## config.mk

```make
export PLATFORM = sky130hd
export DESIGN_NAME = st7735_init_ctrl
export DESIGN_NICKNAME = d
export VERILOG_FILES = /design/src/rtl/st7735_init_ctrl.sv
export SDC_FILE = /design/constraint.sdc
export NUM_CORES = 1
export LEC_CHECK = 0
export CORE_ASPECT_RATIO = 0.5
export CORE_MARGIN = 2
export CORE_UTILIZATION = 54
export CTS_CLUSTER_DIAMETER = 100
export DETAILED_ROUTE_END_ITERATION = 7
export PLACE_DENSITY = 0.8
export SYNTH_ARGS = -nofsm -noshare
export SYNTH_HDL_FRONTEND = slang
export SYNTH_SLANG_ARGS = --single-unit
```

## constraint.sdc

```tcl
create_clock -name clk -period 2.7 [get_ports clk]
set_clock_uncertainty 0.2 [all_clocks]
set_input_delay 0.405 -clock clk [delete_from_list [all_inputs] [get_ports clk]]
set_output_delay 0.405 -clock clk [all_outputs]
set_load 0.02 [all_outputs]
```

## src/rtl/st7735_init_ctrl.sv

```systemverilog
// ST7735 power-on sequencer: pulses the panel reset, walks the init ROM over a valid/ready
// byte link and inserts the SWRESET/SLPOUT settle delays. Optional: ST7735_INIT_SKIP_NOP_EN.
module st7735_init_ctrl #(
  parameter int unsigned N                = 22,
  parameter int unsigned RST_PULSE_CYC    = 1000,
  parameter int unsigned RST_WAIT_CYC     = 6000000,
  parameter int unsigned SWRESET_WAIT_CYC = 7500000,
  parameter int unsigned SLPOUT_WAIT_CYC  = 25000000
) (
  input  logic                 clk,
  input  logic                 rst,
  input  logic                 start,
  output logic [$clog2(N)-1:0] rom_idx,
  input  logic                 rom_is_data,
  input  logic [7:0]           rom_byte,
  output logic                 tx_valid,
  input  logic                 tx_ready,
  output logic [7:0]           tx_byte,
  output logic                 tx_dc,
  input  logic                 tx_idle,
  output logic                 lcd_rst_n,
  output logic                 busy,
  output logic                 done
);

  localparam int unsigned IDX_W    = $clog2(N);
  localparam int unsigned MAX_A    = (RST_PULSE_CYC > RST_WAIT_CYC) ? RST_PULSE_CYC : RST_WAIT_CYC;
  localparam int unsigned MAX_B    = (SWRESET_WAIT_CYC > SLPOUT_WAIT_CYC) ? SWRESET_WAIT_CYC
                                                                          : SLPOUT_WAIT_CYC;
  localparam int unsigned MAX_WAIT = (MAX_A > MAX_B) ? MAX_A : MAX_B;
  localparam int unsigned CNT_W    = $clog2(MAX_WAIT) + 1;

  // Terminal counts; a wait of 0 is treated as a wait of 1.
  localparam logic [CNT_W-1:0] PULSE_LAST   = (RST_PULSE_CYC == 0) ? '0 : CNT_W'(RST_PULSE_CYC - 1);
  localparam logic [CNT_W-1:0] RWAIT_LAST   = (RST_WAIT_CYC == 0) ? '0 : CNT_W'(RST_WAIT_CYC - 1);
  localparam logic [CNT_W-1:0] SWRESET_LAST = (SWRESET_WAIT_CYC == 0) ? '0
                                                                      : CNT_W'(SWRESET_WAIT_CYC - 1);
  localparam logic [CNT_W-1:0] SLPOUT_LAST  = (SLPOUT_WAIT_CYC == 0) ? '0
                                                                     : CNT_W'(SLPOUT_WAIT_CYC - 1);
  localparam logic [IDX_W-1:0] LAST_IDX     = IDX_W'(N - 1);

  localparam logic [7:0] CMD_SWRESET = 8'h01;
  localparam logic [7:0] CMD_SLPOUT  = 8'h11;

  typedef enum logic [3:0] {
    IDLE, HW_RST, HW_WAIT, FETCH, SEND, DRAIN, DELAY, FINISH, DONE
  } state_e;

  state_e           state_q, state_d;
  logic [CNT_W-1:0] cnt_q, cnt_d;
  logic [IDX_W-1:0] idx_q, idx_d;
  logic             tx_valid_q, tx_valid_d;
  logic [7:0]       tx_byte_q, tx_byte_d;
  logic             tx_dc_q, tx_dc_d;
  logic             lcd_rst_n_q, lcd_rst_n_d;
  logic             busy_q, busy_d;
  logic             done_q, done_d;

  logic             is_last;
  logic             is_delay_cmd;
  logic [CNT_W-1:0] delay_last;

  assign is_last      = (idx_q == LAST_IDX);
  assign is_delay_cmd = !tx_dc_q && (tx_byte_q == CMD_SWRESET || tx_byte_q == CMD_SLPOUT);
  // tx_byte_q still holds the delay-triggering command while in DRAIN/DELAY.
  assign delay_last   = (tx_byte_q == CMD_SLPOUT) ? SLPOUT_LAST : SWRESET_LAST;

  always_comb begin
    // NOTE: every signal gets a default first so no path through the case infers a latch.
    state_d     = state_q;
    cnt_d       = cnt_q;
    idx_d       = idx_q;
    tx_valid_d  = tx_valid_q;
    tx_byte_d   = tx_byte_q;
    tx_dc_d     = tx_dc_q;
    lcd_rst_n_d = lcd_rst_n_q;
    busy_d      = busy_q;
    done_d      = done_q;

    unique case (state_q)
      IDLE, DONE: begin
        if (start) begin
          state_d     = HW_RST;
          done_d      = 1'b0;
          busy_d      = 1'b1;
          cnt_d       = '0;
          idx_d       = '0;
          lcd_rst_n_d = 1'b0;
        end
      end
      HW_RST: begin
        if (cnt_q == PULSE_LAST) begin
          state_d     = HW_WAIT;
          lcd_rst_n_d = 1'b1;
          cnt_d       = '0;
        end else begin
          cnt_d = cnt_q + CNT_W'(1);
        end
      end
      HW_WAIT: begin
        if (cnt_q == RWAIT_LAST) begin
          state_d = FETCH;
          cnt_d   = '0;
        end else begin
          cnt_d = cnt_q + CNT_W'(1);
        end
      end
      FETCH: begin
`ifdef ST7735_INIT_SKIP_NOP_EN
        if (!rom_is_data && rom_byte == 8'h00) begin
          if (is_last) state_d = FINISH;
          else         idx_d   = idx_q + IDX_W'(1);
        end else
`endif
        begin
          tx_byte_d  = rom_byte;
          tx_dc_d    = rom_is_data;
          tx_valid_d = 1'b1;
          state_d    = SEND;
        end
      end
      SEND: begin
        if (tx_ready) begin
          tx_valid_d = 1'b0;
          if (is_delay_cmd)  state_d = DRAIN;
          else if (is_last)  state_d = FINISH;
          else begin
            idx_d   = idx_q + IDX_W'(1);
            state_d = FETCH;
          end
        end
      end
      DRAIN: begin
        // The settle time counts from the end of the shift, not from the handshake.
        if (tx_idle) begin
          cnt_d   = '0;
          state_d = DELAY;
        end
      end
      DELAY: begin
        if (cnt_q == delay_last) begin
          cnt_d = '0;
          if (is_last) state_d = FINISH;
          else begin
            idx_d   = idx_q + IDX_W'(1);
            state_d = FETCH;
          end
        end else begin
          cnt_d = cnt_q + CNT_W'(1);
        end
      end
      FINISH: begin
        if (tx_idle) begin
          state_d = DONE;
          done_d  = 1'b1;
          busy_d  = 1'b0;
        end
      end
      default: state_d = IDLE;
    endcase
  end

  // NOTE: sequential state uses non-blocking assignments so every flop samples pre-edge values.
  always_ff @(posedge clk or posedge rst) begin
    if (rst) begin
      state_q     <= IDLE;
      cnt_q       <= '0;
      idx_q       <= '0;
      tx_valid_q  <= 1'b0;
      tx_byte_q   <= 8'h00;
      tx_dc_q     <= 1'b0;
      lcd_rst_n_q <= 1'b1;
      busy_q      <= 1'b0;
      done_q      <= 1'b0;
    end else begin
      state_q     <= state_d;
      cnt_q       <= cnt_d;
      idx_q       <= idx_d;
      tx_valid_q  <= tx_valid_d;
      tx_byte_q   <= tx_byte_d;
      tx_dc_q     <= tx_dc_d;
      lcd_rst_n_q <= lcd_rst_n_d;
      busy_q      <= busy_d;
      done_q      <= done_d;
    end
  end

  assign rom_idx   = idx_q;
  assign tx_valid  = tx_valid_q;
  assign tx_byte   = tx_byte_q;
  assign tx_dc     = tx_dc_q;
  assign lcd_rst_n = lcd_rst_n_q;
  assign busy      = busy_q;
  assign done      = done_q;

endmodule
```

Yosys cells after proc, flatten, opt, wreduce, memory -nomap -nowiden. Cells that the tools add are included.

Register bits: 48. Word-level logic and storage cells: 82. Input port bits: 14.

Reduce and logical (&&, ||, !) cells: 16. Add/subtract/negate cells: 2. Mux-type cells: 33. Equality and inequality tests: 22.

Operator list (number): 26-bit two-way mux (5); 26-bit one-hot mux with 5 select lines (1); 4-bit one-hot mux with 8 select lines (1); 4-bit two-way mux (7); 26-bit by 1-bit adder with 26-bit output, second input constant (1); 26-bit by 10-bit equality test with 1-bit output, second input constant (1); 26-bit by 23-bit equality test with 1-bit output, second input constant (1); 26-bit by 25-bit equality test with 1-bit output (1); 25-bit two-way mux (1); 5-bit two-way mux (5); 4-bit by 3-bit equality test with 1-bit output, second input constant (4); 2-bit != test, second input constant (8); 5-bit one-hot mux with 3 select lines (1); 3-bit AND reduction (3); 4-bit by 2-bit equality test with 1-bit output, second input constant (2); 8-bit by 1-bit equality test with 1-bit output, second input constant (1); 8-bit by 5-bit equality test with 1-bit output, second input constant (1); 1-bit one-hot mux with 2 select lines (4); 7-bit AND reduction (1); 1-bit two-way mux (6); 3-bit two-way mux (2); 2-bit nonzero test (3); 5-bit by 1-bit adder with 5-bit output, second input constant (1); 5-bit equality test, second input constant (1); other kinds (11) (11).

Depth between registers and ports, before layout.
Word-level depth: 6. Depth in mapped cells: 9.

Worst setup path after synthesis. OpenSTA, ideal clock, no wires.

Path kind: flip-flop to flip-flop. From: reg tx_byte_q[2], in the netlist tx_byte[2]. To: reg idx_q[2], in the netlist rom_idx[2]. Cell stages (with the launch flop): 8. Path buffers: 1. Period minus slack after synthesis: 2432 ps. Arrival: 2110 ps. Required time: 2378 ps. Library setup time: 122 ps. Setup slack: 268 ps. Cell sequence: dfrtp_1 or4_4 nor3_2 mux2i_1 o2111a_1 buf_6 o21ai_0 o2bb2ai_1.

Word-level cells in the longest chain between the ends: 5. Elaborated cells between the ends (all ways): 9. Those cells by class: 5 x eq/ne; 1 x mux; 3 x reduce/logical.

RTL lines: from (decl) (RTL line 53) `logic [7:0] tx_byte_q, tx_byte_d;`; from (signal assigned) (RTL line 180) `tx_byte_q <= tx_byte_d;`; 8-bit by 5-bit equality test with 1-bit output or 8-bit by 1-bit equality test with 1-bit output (tied branches) (RTL line 64, 66); 25-bit two-way mux or 1-bit logical OR (tied branches) (RTL line 66, 64); 26-bit by 25-bit equality test with 1-bit output or 1-bit logical AND (tied branches) (RTL line 141, 64); 2-bit != test (no source line); 5-bit AND reduction (no source line) *; to (signal assigned) (RTL line 178) `idx_q <= idx_d;`; to (decl) (RTL line 51) `logic [IDX_W-1:0] idx_q, idx_d;`.

Mark *: on every way between the ends. The rest lies on a longest branch, timed or not. A chain may end at the register's enable or synchronous reset.

Worst setup path in the final report.
From: reg idx_q[0], in the netlist rom_idx[0]. To: reg idx_q[0], in the netlist rom_idx[0].

Word-level cells in the longest chain between the ends: 5. Elaborated cells between the ends (all ways): 7. Those cells by class: 1 x add/sub; 1 x eq/ne; 5 x mux.

RTL lines: 5-bit by 1-bit adder with 5-bit output or 5-bit equality test (tied branches) (RTL line 128, 145, 63); 5-bit two-way mux * (RTL line 126, 143); 5-bit two-way mux (RTL line 125) `if (is_delay_cmd) state_d = DRAIN;`; 5-bit two-way mux (RTL line 123) `if (tx_ready) begin`; 5-bit one-hot mux with 3 select lines * (RTL line 80) `unique case (state_q)`.

Mark *: on every way between the ends. The rest lies on a longest branch, timed or not. The select of a mux whose other input is x is not followed.

==> implementation parameters <==
Parameter                              Value

Clock network
  Number of buffers created by CTS ... 5
  Buffer levels on the longest clock path ... 2
  Clock Pin Slew Worst Setup and Hold Paths ... 0.09 ns
  Max H-tree Level ... 2
  CTS Sinks ... 48
  Post-CTS Setup Bufs ... 0
  Clock Root Buffer ... sky130_fd_sc_hd__clkbuf_8
  Clk_lat worst skew ... 0.30 ns
  TritonCTS clock tree ... yes

Worst hold path
  Worst min-delay path category ... input pin to asynchronous set/reset pin

Critical path
  Slowest stage delay, CP ... 0.45 ns
  Critical path buffers and inverters ... 0
  Type of element launching the critical path ... flip-flop
  Cell breakdown of the critical path ... ha_1 > and4b_1 > a2111oi_1 > a21o_1 > o2111a_1 > nand2_1 > mux2i_1
  Launch point of the critical path ... rom_idx[0]$_DFFE_PP0P_
  Family of cells with the greatest summed delay on the critical path ... compound AO/OA/AOI/OAI gates
  Arrival time reported for the critical path endpoint ... 2.51 ns
  Master of the slowest instance on the critical path ... sky130_fd_sc_hd__dfrtp_1
  Stages on worst setup path ... 7
  Kind of end point of the critical path ... flip-flop
  Category of the most critical setup path ... flip-flop to flip-flop
  R2r setup slk ... 0.21 ns
  Worst setup path endpoint ... rom_idx[0]$_DFFE_PP0P_
  Required time worst endpoint ... 2.72 ns
  FF-to-FF Start ... rom_idx[0]$_DFFE_PP0P_
  Critical-path maximum fanout ... 10
  End of the worst register-to-register path ... rom_idx[0]$_DFFE_PP0P_
  Path depth of the worst reg2reg path ... 7

Route
  Routed wire length ... 6.287 mm
  Drt initial violations ... 101
  Antenna violation net count after detailed routing ... 0
  Vias post-DR ... 2,342
  DR WL/cell ... 15.60 µm
  Router iterations before antenna repair ... 4
  Average vias per placed instance ... 5.811
  Number of remaining DRC errors ... 0

Synthesis
  Count leader, synth ... sky130_fd_sc_hd__dfrtp_1
  Sequential area share after synthesis ... 0.4250
  Dominant cells by area after synthesis ... sky130_fd_sc_hd__dfrtp_1 42%, sky130_fd_sc_hd__nor2_1 5.2%, sky130_fd_sc_hd__nand2_1 4.0%, sky130_fd_sc_hd__mux2_2 3.6%, sky130_fd_sc_hd__xnor2_1 3.4%
  Synthesized Nets ... 318
  Share of the synthesized area in the top cell type ... 0.4157
  Gate count after technology mapping ... 301
  Top flip-flop cell by instance count after synthesis ... sky130_fd_sc_hd__dfrtp_1
  Leading cell types by count after synthesis ... 47 x sky130_fd_sc_hd__dfrtp_1, 39 x sky130_fd_sc_hd__nor2_1, 30 x sky130_fd_sc_hd__nand2_1
  Avg Synthesized Cell Area ... 9.399 µm²
  Cell area after technology mapping ... 0.002829 mm²
  Cell taking the most area after synthesis ... sky130_fd_sc_hd__dfrtp_1
  Count of flip-flops with a built-in enable after synthesis ... 0
  Count of state elements after synthesis ... 48
  Count of distinct cell types in the synthesized netlist ... 62
  Number of synthesis warnings ... 0
  Synth async-reset ratio ... 1.000

Final layout
  Count of nets after finishing ... 349
  Fraction of layout cells with a size suffix above 1 ... 0.1201
  Synth-to-layout area growth ... 16.72%
  FF+latch area ... 0.001202 mm²
  Antenna diodes ... 0
  Count of fill cells added during filler insertion ... 394
  Multi-input gate area ... 0.001521 mm²

Floorplanning
  Die boundary height ... 55.18 µm
  Total die area ... 0.005869 mm²
  Effective utilization at floorplan ... 0.5684
  Std-Cell Rows ... 18
  Horizontal extent of the die ... 106.4 µm
  Core area ... 0.004977 mm²
  I/O pin count ... 32

Global route
  Gr usage total ... 0.2286
  Initial antenna violation count ... 0
  Grt ovf ... 0
  Maximum number of pins on one net before global-route repair ... 22
  Global-route wire length before repair ... 10.27 mm
  Via count of the first global-routing pass ... 2,158

STA
  Fmax ... 402.0 MHz
  Worst hold slack ... 0.1903 ns
  Final Cycle Share ... 0.9212
  Max-slew headroom at the worst pin ... 0.6139
  Setup-failing EPs final ... 0
  Final hold viol count ... 0
  Setup repair after global routing missed its margin ... no
  Slew @ Worst Pin ... 0.5792 ns
  Max Transition Viols Final ... 0
  Crit path time final ... 2.487 ns

Place
  Final weighted congestion of routability-driven global placement ... 0.8874
  Dpl hpwl ... 4.541 mm
  Port Buf Inserts ... 31

Pwr
  VDD IR max ... 662.2 µV
  Pwr/cell area ... 888.2 mW/mm²
  Total power consumption of the routed design ... 2.933 mW
  Static Leakage ... 1.332 nW

Job
  Max capacitance violation total ... 0

Status
  Result of the run ... finished clean
[layout by cell type, fill, tap and decap left out, drive strengths merged, types with 2 or more instances in the layout]
cell type | Yosys | layout
and4b | 3 | 3
a21o | 2 | 2
inv | 7 | 7
nor2b | 5 | 5
clkbuf | 6 | 7
nand2 | 30 | 30
o21ai | 11 | 11
mux2 | 9 | 9
or2 | 3 | 3
and3 | 7 | 7
a31oi | 2 | 2
nor2 | 39 | 39
a21oi | 2 | 2
nand2b | 6 | 6
a22oi | 2 | 2
nand4 | 10 | 10
dfrtp | 47 | 47
nor4bb | 2 | 2
and2 | 2 | 2
nand3 | 12 | 12
o2bb2ai | 3 | 3
nor4 | 3 | 3
and4 | 3 | 3
or4b | 2 | 2
xnor2 | 11 | 11
xor2 | 9 | 9
o211ai | 5 | 5
clkdlybuf4s50 | 0 | 31
nor3b | 2 | 2
o22ai | 5 | 5
mux2i | 2 | 2
ha | 3 | 3
buf | 9 | 8
nor3 | 18 | 18
[power by group]
group / leakage (nW) / internal, mW / switching (mW)
Clock: 0.0422 / 0.182 / 0.232
Combinational: 0.659 / 0.620 / 0.827
Sequential: 0.631 / 0.872 / 0.198
Total: 1.33 / 1.67 / 1.26
[how the worst min path moves through the flow]
stage / from / end / slack (ns) / cells after the start
floorplan: cnt_q[1]$_DFFE_PP0P_ / cnt_q[1]$_DFFE_PP0P_ / 0.30 / 2
global route: rst / cnt_q[11]$_DFFE_PP0P_ / 0.21 / 2
finish: rst / cnt_q[11]$_DFFE_PP0P_ / 0.19 / 2
CTS: rst / cnt_q[3]$_DFFE_PP0P_ / 0.20 / 2
detailed placement: lcd_rst_n$_DFFE_PP1P_ / lcd_rst_n$_DFFE_PP1P_ / 0.29 / 2
global placement: busy$_DFFE_PP0P_ / busy$_DFFE_PP0P_ / 0.28 / 2
[worst register-to-register path, cell delays in order, from the launching register on]
cell	delay, ns
sky130_fd_sc_hd__dfrtp_1	0.45
sky130_fd_sc_hd__ha_1	0.22
sky130_fd_sc_hd__and4b_1	0.19
sky130_fd_sc_hd__a2111oi_1	0.45
sky130_fd_sc_hd__a21o_1	0.20
sky130_fd_sc_hd__o2111a_1	0.37
sky130_fd_sc_hd__nand2_1	0.17
sky130_fd_sc_hd__mux2i_1	0.16
[sequential cells by signal (all words and copies together) (netlist names)]
register / cells
busy: 1
cnt_q: 26
done: 1
lcd_rst_n: 1
rom_idx: 5
state_q: 4
tx_byte: 8
tx_dc: 1
tx_valid: 1
[per-layer routing]
| layer | vias up | routed length, µm | track usage |
|---|---|---|---|
| met5 | - | 0 | 0 |
| met4 | 0 | 106 | 0.09430 |
| met3 | 13 | 277 | 0.04450 |
| met2 | 61 | 2919 | 0.3857 |
| met1 | 1122 | 2984 | 0.2993 |
| li1 | 1146 | - | - |
[what timing repair did]
item / in CTS / in global routing
hold buffers: 0 / 0
gates resized for setup: 0 / 2
endpoints found under the setup margin: 0 / 4
[logic make-up after synthesis]
family	after synthesis	share of synthesized area
buffers and inverters	22	0.03980
muxes	11	0.04290
and+or+nand+nor	153	0.2990
adders and majority gates	3	0.01327
xor gates and xnor gates	20	0.06192
AOI/OAI and AO/OA	44	0.1181
DFF	48	0.4250
[through the flow]
step	cell area, µm²	TNS, ns	instances	utilization	setup WS (ns)
floorplan	2829	0	301	-	0.2683
global placement	3213	0	395	0.6456	0.05035
detailed placement	3213	-0.004355	395	0.6456	-0.004355
CTS	3294	0	403	0.6619	0.2119
global route	3302	0	403	0.6634	0.03222
finish	3302	0	403	0.6634	0.2127
[cell type report]
| class | instances | area share |
|---|---|---|
| clock buffers | 7 | 0.02311 |
| clock inverters | 1 | 0.001516 |
| inverters | 7 | 0.007958 |
| multi-input cells | 231 | 0.4608 |
| flip-flops and latches | 48 | 0.3642 |
| well taps | 70 | 0.02653 |
| repair buffers | 39 | 0.1160 |
Power figures use the tool's default switching activity.
